===== src/rtl/sinh_cosh_h_if.sv =====
// Start/angle/result bundle for the hyperbolic CORDIC block.
// The master drives the request (st, z_in); the slave returns results and status.
interface sinh_cosh_h_if #(
    parameter int N = 16
);
    logic         st;
    logic [N-1:0] z_in;
    logic [N-1:0] cosh_out;
    logic [N-1:0] sinh_out;
    logic         busy;
    logic         done;

    modport master (
        output st,
        output z_in,
        input  cosh_out,
        input  sinh_out,
        input  busy,
        input  done
    );

    modport slave (
        input  st,
        input  z_in,
        output cosh_out,
        output sinh_out,
        output busy,
        output done
    );
endinterface


===== src/rtl/sinh_cosh_h.sv =====
// Iterative hyperbolic CORDIC in rotation mode, Q2.14 fixed point.
// One micro-rotation per clock, 17 rotations (shift 4 and 13 repeated for
// convergence). x starts at 1/K_h, so x/y land directly on cosh/sinh.
module sinh_cosh_h #(
    parameter int N = 16
) (
    input  logic         clk,
    input  logic         rst_n,
    sinh_cosh_h_if.slave bus
);
    typedef enum logic [1:0] {
        IDLE = 2'd0,
        RUN  = 2'd1,
        DONE = 2'd2
    } state_t;

    // 1/K_h in Q2.14 (1.20750), compensates the CORDIC gain up front.
    localparam logic signed [N-1:0] X_INIT   = 16'sh4D48;
    localparam logic signed [N-1:0] Z_MAX    = 16'sh4000;
    localparam logic signed [N-1:0] Z_MIN    = -16'sh4000;
    localparam logic [4:0]          LAST_STP = 5'd16;

    state_t               state_q, state_d;
    logic signed [N-1:0]  x_q, x_d;
    logic signed [N-1:0]  y_q, y_d;
    logic signed [N-1:0]  z_q, z_d;
    logic [4:0]           step_q, step_d;
    logic signed [N-1:0]  cosh_q, cosh_d;
    logic signed [N-1:0]  sinh_q, sinh_d;
    logic                 done_q, done_d;

    logic [3:0]           shift_idx;
    logic signed [N-1:0]  atanh_val;
    logic signed [N-1:0]  x_sh;
    logic signed [N-1:0]  y_sh;
    logic signed [N-1:0]  z_in_s;
    logic signed [N-1:0]  z_sat;
    logic                 d_pos;

    // Map rotation step to shift index: 1,2,3,4,4,5..13,13,14,15.
    always_comb begin
        shift_idx = 4'd0;
        if (step_q <= 5'd3) begin
            shift_idx = 4'(step_q + 5'd1);
        end else if (step_q <= 5'd13) begin
            shift_idx = 4'(step_q);
        end else begin
            shift_idx = 4'(step_q - 5'd1);
        end
    end

    // atanh(2^-i) table in Q2.14.
    always_comb begin
        atanh_val = '0;
        case (shift_idx)
            4'd1:    atanh_val = 16'sh2327;
            4'd2:    atanh_val = 16'sh1058;
            4'd3:    atanh_val = 16'sh080A;
            4'd4:    atanh_val = 16'sh0401;
            4'd5:    atanh_val = 16'sh0200;
            4'd6:    atanh_val = 16'sh0100;
            4'd7:    atanh_val = 16'sh0080;
            4'd8:    atanh_val = 16'sh0040;
            4'd9:    atanh_val = 16'sh0020;
            4'd10:   atanh_val = 16'sh0010;
            4'd11:   atanh_val = 16'sh0008;
            4'd12:   atanh_val = 16'sh0004;
            4'd13:   atanh_val = 16'sh0002;
            4'd14:   atanh_val = 16'sh0001;
            default: atanh_val = 16'sh0000;
        endcase
    end

    assign x_sh   = x_q >>> shift_idx;
    assign y_sh   = y_q >>> shift_idx;
    assign d_pos  = ~z_q[N-1];
    assign z_in_s = bus.z_in;

    // Clamp the incoming angle into the convergent range [-1.0, +1.0].
    always_comb begin
        z_sat = z_in_s;
        if (z_in_s > Z_MAX) begin
            z_sat = Z_MAX;
        end else if (z_in_s < Z_MIN) begin
            z_sat = Z_MIN;
        end
    end

    // Next-state and datapath: load on start, rotate in RUN, publish in DONE.
    always_comb begin
        state_d = state_q;
        x_d     = x_q;
        y_d     = y_q;
        z_d     = z_q;
        step_d  = step_q;
        cosh_d  = cosh_q;
        sinh_d  = sinh_q;
        done_d  = 1'b0;
        case (state_q)
            IDLE: begin
                if (bus.st) begin
                    state_d = RUN;
                    x_d     = X_INIT;
                    y_d     = '0;
                    z_d     = z_sat;
                    step_d  = '0;
                end
            end
            RUN: begin
                if (d_pos) begin
                    x_d = x_q + y_sh;
                    y_d = y_q + x_sh;
                    z_d = z_q - atanh_val;
                end else begin
                    x_d = x_q - y_sh;
                    y_d = y_q - x_sh;
                    z_d = z_q + atanh_val;
                end
                step_d = step_q + 5'd1;
                if (step_q == LAST_STP) begin
                    state_d = DONE;
                end
            end
            DONE: begin
                cosh_d  = x_q;
                sinh_d  = y_q;
                done_d  = 1'b1;
                state_d = IDLE;
            end
            default: state_d = IDLE;
        endcase
    end

    // State and datapath registers; reset aborts any operation in flight.
    always_ff @(posedge clk or negedge rst_n) begin
        if (!rst_n) begin
            state_q <= IDLE;
            x_q     <= '0;
            y_q     <= '0;
            z_q     <= '0;
            step_q  <= '0;
            cosh_q  <= '0;
            sinh_q  <= '0;
            done_q  <= 1'b0;
        end else begin
            state_q <= state_d;
            x_q     <= x_d;
            y_q     <= y_d;
            z_q     <= z_d;
            step_q  <= step_d;
            cosh_q  <= cosh_d;
            sinh_q  <= sinh_d;
            done_q  <= done_d;
        end
    end

    assign bus.cosh_out = cosh_q;
    assign bus.sinh_out = sinh_q;
    assign bus.busy     = (state_q != IDLE);
    assign bus.done     = done_q;
endmodule


===== src/flat_wrapper.sv =====
// flat-port wrapper written by rule: the top's interface ports become plain ports
module sinh_cosh_h_flat 
#(
    parameter int N = 16
)
  (clk, rst_n, bus_st, bus_z_in, bus_cosh_out, bus_sinh_out, bus_busy, bus_done);
  sinh_cosh_h_if #(.N(N)) bus_i ();
  input  logic clk;
  input  logic rst_n;
  input wire logic [$bits(bus_i.st)-1:0] bus_st;
  input wire logic [$bits(bus_i.z_in)-1:0] bus_z_in;
  output wire logic [$bits(bus_i.cosh_out)-1:0] bus_cosh_out;
  output wire logic [$bits(bus_i.sinh_out)-1:0] bus_sinh_out;
  output wire logic [$bits(bus_i.busy)-1:0] bus_busy;
  output wire logic [$bits(bus_i.done)-1:0] bus_done;
  assign bus_i.st = bus_st;
  assign bus_i.z_in = bus_z_in;
  assign bus_cosh_out = bus_i.cosh_out;
  assign bus_sinh_out = bus_i.sinh_out;
  assign bus_busy = bus_i.busy;
  assign bus_done = bus_i.done;
  sinh_cosh_h #(.N(N)) u_core (.clk(clk), .rst_n(rst_n), .bus(bus_i));
endmodule

===== config.mk =====
export PLATFORM = sky130hd
export DESIGN_NAME = sinh_cosh_h_flat
export DESIGN_NICKNAME = d
export VERILOG_FILES = /design/src/rtl/sinh_cosh_h_if.sv /design/src/rtl/sinh_cosh_h.sv /design/src/flat_wrapper.sv
export SDC_FILE = /design/constraint.sdc
export NUM_CORES = 1
export LEC_CHECK = 0
export BUFFER_PORTS_ARGS = -buffer_cell sky130_fd_sc_hd__buf_2
export CAP_MARGIN = 20
export CORE_MARGIN = 2
export CORE_UTILIZATION = 59
export CTS_CLUSTER_DIAMETER = 50
export CTS_CLUSTER_SIZE = 20
export DETAILED_ROUTE_END_ITERATION = 10
export MAX_ROUTING_LAYER = met4
export PLACE_DENSITY = 0.87
export SLEW_MARGIN = 20
export SYNTH_ARGS = -nofsm -noshare
export SYNTH_HDL_FRONTEND = slang
export SYNTH_SLANG_ARGS = --single-unit

===== constraint.sdc =====
create_clock -name clk -period 8.4 [get_ports clk]
set_input_delay 0.42 -clock clk [delete_from_list [all_inputs] [get_ports clk]]
set_output_delay 0.42 -clock clk [all_outputs]
set_load 0.03 [all_outputs]

==> reports/metrics.yaml, run 1 <==
worstSkewPairLatency_ns: 0.36
finalSetupTns_ns: 0
place_ws_ns: 1.16
async_flop_share_pct: 100
track_usage_pct: 36.1
ios: 53
post_cts.repair.setup_buffers: 0
synth_edf_count: 0
avgSynthCellArea_um2: 8.02
finalCritPeriodShare_pct: 89.2
hold_buffers: 0
grt_max_degree: 52
dieArea_mm2: 0.0159
n_fill_cell: 1227
antenna_left: 0
synthMuxAreaShare_pct: 4.71
drive_above_1_share_pct: 13.6
path_max_fanout: 36
cts_max_path_buffers: 2
die_w_um: 126
syn_to_final_growth_pct: 7.36
fin_ws_ns: 0.905
row_count: 44
grt_pass1_vias: 8298
clk_transition_reported_paths_ns: 0.07
cts.sinks: 88
cp.arrival_ns: 7.80
dr.pass1.iters: 6
h-tree-depth: 3
synth_top_family_by_area: "compound AO/OA/AOI/OAI gates"
tightest_slew_ns: 1.08
relSlewSlack_pct: 27.7
use_met2_pct: 54.4
start_kind: "flip-flop"
port_buffers: 52
finalWirelength_mm: 28.2
dp_hpwl_mm: 20.0
cts_buffers: 9
cp-end-kind: "flip-flop"
ys.flop_type: "dfrtp_1"
num_antenna_cells: 0
synth-adder-area-share_pct: 8.62
nNetsFinal: 1183
cts_resized: 0
skew_ns: 0.00840
via_per_inst: 7.03
syn_area_mm2: 0.00882
report.final.slew_viol_count: 0
drt_iter0_drc: 1549
syn_inst: 1100
syn_nets: 1178
rsz0062_at_grt: "no"
vias: 9087
finalHoldViolCount: 0
cts_tree: "yes"
drc: 0
top_usage_layer: "met2"
use_met1_pct: 49.5
synth_seq_cells: 88
synth_warnings: 0
overflow: 0
cts-root-buf: "clkbuf_16"
core-area_mm2: 0.0146
whs_ns: 0.0600
min_path_type: "in2async"
gp_congestion: 1.04
antenna_found_initial: 0
initial_core_util_pct: 60.5
finalSetupViolations: 0
status: "finished clean"
met3_usage_pct: 4.38
synth_cell_types: 86
grt_pass1_wl_mm: 44.8
critical_path_class: "reg2reg"
timing.fmax_ghz: 0.133
synth-simple-area-share_pct: 18.4
synth_xor_area_share_pct: 5.46
synth_compound_area_share_pct: 32.3
fin_util_pct: 64.9
wl_per_cell_um: 21.8
cap_violations: 0
r2r_cells: 24
min_period_ns: 7.50
synth-seq-area-share_pct: 25.0
die_h_um: 126
critical_path_required_ns: 8.70
[layer usage]
layer / up-vias / wire (µm)
li1: 4135 / -
met1: 4319 / 12000
met2: 546 / 12800
met3: 87 / 2350
met4: 0 / 1060
met5: - / 0
[cell usage after synthesis (7+ instances only)]
master	n	area, µm²
nand2_1	109	409
nor2_1	102	383
o21ai_0	89	445
dfrtp_1	88	2200
a21oi_1	86	430
ha_1	56	701
clkbuf_1	42	158
inv_1	42	158
nand3_1	35	175
xnor2_1	32	280
nor3_1	24	120
a211oi_1	23	173
xor2_1	23	201
mux2_2	22	248
o22ai_1	18	113
a21o_1	17	128
a221oi_1	16	140
a32oi_1	15	131
buf_2	14	70.1
o2111ai_1	13	114
nor2b_1	12	75.1
o211ai_1	12	90.1
a31oi_1	11	68.8
a2111oi_0	10	87.6
mux2i_1	10	100
a21boi_0	9	67.6
a22oi_1	8	60.1
and2_1	8	50.1
and3_1	8	50.1
buf_1	8	30.0
o32ai_1	8	70.1
nor4_1	7	43.8
[state kept, by name (all words and copies together) (netlist names)]
| register | cells |
|---|---|
| u_core.state_q | 2 |
| u_core.bus.sinh_out | 16 |
| u_core.bus.done | 1 |
| u_core.z_q | 16 |
| u_core.bus.cosh_out | 16 |
| u_core.y_q | 16 |
| u_core.step_q | 5 |
| u_core.x_q | 16 |
[cell type report]
type	instances	area (µm²)	share of cell area, %
sequential	88	2200	23.3
multi-input combinational	898	6170	65.2
clock buffer	9	225	2.38
timing repair buffer	65	360	3.80
clock inverter	6	116	1.23
inverter	43	161	1.70
tap	184	230	2.43
[per-stage QoR]
stage / area, µm² / instances
after floorplan: 8820 / 1100
after global placement: 9120 / 1278
after detailed placement: 9120 / 1278
after CTS: 9460 / 1293
after global routing: 9470 / 1293
final: 9470 / 1293
[logic make-up after synthesis]
family          count (synthesis)
compound gates                406
simple gates                  343
buf+inv                       114
flops                          88
fa+ha+maj                      59
xor+xnor                       55
mux                            35
[critical path, stage by stage, from the launching register on]
cell and delay, ns:
dfrtp_1 0.56, buf_4 0.28, ha_1 0.25, nand3b_1 0.62, a221oi_4 0.56, o211ai_4 0.42, a2111oi_0 0.68, a211oi_1 0.11
a211oi_1 0.47, inv_1 0.09, ha_1 0.29, mux2_2 0.29, inv_1 0.06, ha_1 0.21, nor2b_1 0.13, o21ai_0 0.24
a21oi_1 0.15, nor4_1 0.38, o31a_1 0.22, a211oi_1 0.11, a31oi_1 0.28, o21ai_0 0.29, or4_1 0.47, a21o_1 0.19
nand3_1 0.06
[worst paths after layout]
path	endpoint	slack (ns)	from
min in group clk	u_core.z_q[1]	0.33	bus_z_in[1]
worst min register to register	u_core.bus.cosh_out[2]	0.47	u_core.bus.cosh_out[2]
worst min-delay path	u_core.bus.cosh_out[2]	0.06	rst_n
max in group asynchronous	u_core.y_q[15]	7.33	rst_n
worst max register to register	u_core.x_q[15]	0.90	u_core.step_q[0]
worst max-delay path	u_core.x_q[15]	0.90	u_core.step_q[0]
[placed cells by master (no fill, tap or decap), types with 22 or more instances in the layout]
cell,n
dfrtp_1,88
xnor2_1,31
ha_1,56
a211oi_1,23
nand2_1,109
mux2_2,22
buf_2,51
nor2_1,101
o21ai_0,89
a21oi_1,86
nor3_1,24
inv_1,42
xor2_1,22
nand3_1,35
Power of run 1 is left out: the tool's default activity adds up to more than one toggle a clock period on the data nets, which glitch-free logic cannot reach.
==> run 2: changes to the inputs <==
- REMOVE_ABC_BUFFERS: not set -> 1
==> reports/metrics.yaml, run 2 (same netlist as run 1, synthesis figures left out) <==
timing.fmax_ghz: 0.141  # +6.0%
antenna_left: 0  # unchanged
cts_tree: "yes"
report.final.slew_viol_count: 0  # unchanged
syn_to_final_growth_pct: 7.08
finalSetupTns_ns: 0  # unchanged
rr_endpoint: "u_core.y_q[14]"
core-area_mm2: 0.0146  # unchanged
cts-root-buf: "clkbuf_16"
drive_above_1_share_pct: 14.0  # +0.38 points
nNetsFinal: 1188  # +0.42%
fin_cells: 1299  # +0.46%
dpl.cell_count: 1282  # +0.31%
path_max_fanout: 43  # +19%
wl_per_cell_um: 20.5  # -5.8%
track_usage_pct: 34.4  # -1.7 points
finalSetupViolations: 0  # unchanged
worstSkewPairLatency_ns: 0.36  # about the same
n_fill_cell: 1262  # +2.9%
hold_path_end: "u_core.z_q[0]"
port_buffers: 52  # unchanged
num_antenna_cells: 0  # unchanged
gp_congestion: 1.06  # +1.5%
layout_common_cells: "nand2_1, nor2_1, o21ai_0"
ios: 53  # unchanged
mostFrequentLayoutCell: "nand2_1"
critical_path_class: "reg2reg"
critical_path_required_ns: 8.65  # -0.05 ns
cp.arrival_ns: 7.32  # -0.48 ns
h-tree-depth: 3  # unchanged
grt_max_degree: 88  # +69%
regArea_mm2: 0.00220  # unchanged
grt_pass1_vias: 8277  # -0.25%
cap_violations: 0  # unchanged
dr.pass1.iters: 7  # +1
dp_hpwl_mm: 18.8  # -5.8%
r2r_cells: 23  # -4.2%
row_count: 44  # unchanged
overflow: 0  # unchanged
die_h_um: 126  # unchanged
finalCritPeriodShare_pct: 84.1  # -5.1 points
initial_core_util_pct: 60.5  # unchanged
cts_max_path_buffers: 2  # unchanged
cts.sinks: 88  # unchanged
crit_start: "u_core.step_q[0]"
finalWirelength_mm: 26.7  # -5.3%
rsz0062_at_grt: "no"
post_cts.repair.setup_buffers: 0  # unchanged
vias: 8928  # -1.7%
clk_transition_reported_paths_ns: 0.07  # about the same
drc: 0  # unchanged
r2r-start: "u_core.step_q[0]"
skew_ns: 0.0106  # +0.00223 ns
grt_pass1_wl_mm: 42.8  # -4.4%
hold_depth: 3
min_path_type: "in2reg"
drt_iter0_drc: 1145  # -26%
min_from: "bus_z_in[0]"
start_kind: "flip-flop"
die_w_um: 126  # unchanged
cp-end-kind: "flip-flop"
tightest_slew_ns: 0.831  # -0.247 ns
rrSetupSlack_ns: 1.33  # +0.43 ns
via_per_inst: 6.87  # -2.2%
antenna_found_initial: 0  # unchanged
finalHoldViolCount: 0  # unchanged
relSlewSlack_pct: 43.1  # +15 points
min_period_ns: 7.07  # -0.427 ns
cts_buffers: 9  # unchanged
multiInputGateArea_mm2: 0.00616  # -0.16%
status: "finished clean"
dieArea_mm2: 0.0159  # unchanged
## run 2: final cells by class
class                   count  share of cell area [%]
inverters                  43                    1.71
repair buffers             70                    4.28
clock buffers              10                    2.53
well taps                 184                    2.44
clock inverters             6                   0.464
flip-flops and latches     88                    23.3
multi-input cells         898                    65.3
## run 2: repair_timing
item,CTS,global route
hold endpoints to repair,1,0
hold buffers,1,0
resized for setup,0,0
## run 2: worst max-delay path by stage
stage | cells past startpoint | slack (ns) | end
2_1_floorplan | 20 | 1.85 | u_core.x_q[15]
3_3_place_gp | 23 | 1.78 | u_core.y_q[14]
3_5_place_dp | 23 | 1.46 | u_core.y_q[14]
4_1_cts | 23 | 1.39 | u_core.y_q[14]
5_1_grt | 23 | 0.79 | u_core.y_q[14]
6_report | 23 | 1.33 | u_core.y_q[14]
## run 2: layer usage
metal	up-vias	global-route usage, %	part of all wire, %
met5	-	-	0
met4	0	16.4	4.5
met3	99	4.97	8.7
met2	498	53.4	46
met1	4167	44.3	41
li1	4164	-	-
## run 2: critical path, stage by stage (launching register included)
cell and delay [ns]:
dfrtp_1 0.38, buf_4 0.24, ha_1 0.30, and3b_1 0.58, nand3b_1 0.31, o211a_4 0.57, a2111oi_0 0.17, o311ai_0 0.37
o21a_1 0.20, inv_1 0.04, ha_1 0.28, mux2_2 0.28, fa_1 0.43, nor2b_1 0.13, o21ai_0 0.11, a21boi_0 0.28
o21ai_0 0.16, a21boi_0 0.24, o21ai_0 0.13, a21boi_0 0.44, o311ai_0 0.27, a2111oi_0 0.60, o21ai_0 0.17, a32o_1 0.28
## run 2: per-stage QoR
stage | setup slack, ns | util (%) | area [µm²] | hold slack (ns)
2_1_floorplan | 1.85 | - | 8500 | 0.124
3_3_place_gp | 1.78 | 62.7 | 9140 | 0.201
3_5_place_dp | 1.46 | 62.7 | 9140 | 0.202
4_1_cts | 1.39 | 64.7 | 9440 | 0.298
5_1_grt | 0.792 | 64.7 | 9450 | 0.321
6_report | 1.33 | 64.7 | 9450 | 0.304
Power of run 2 is left out for the same reason.
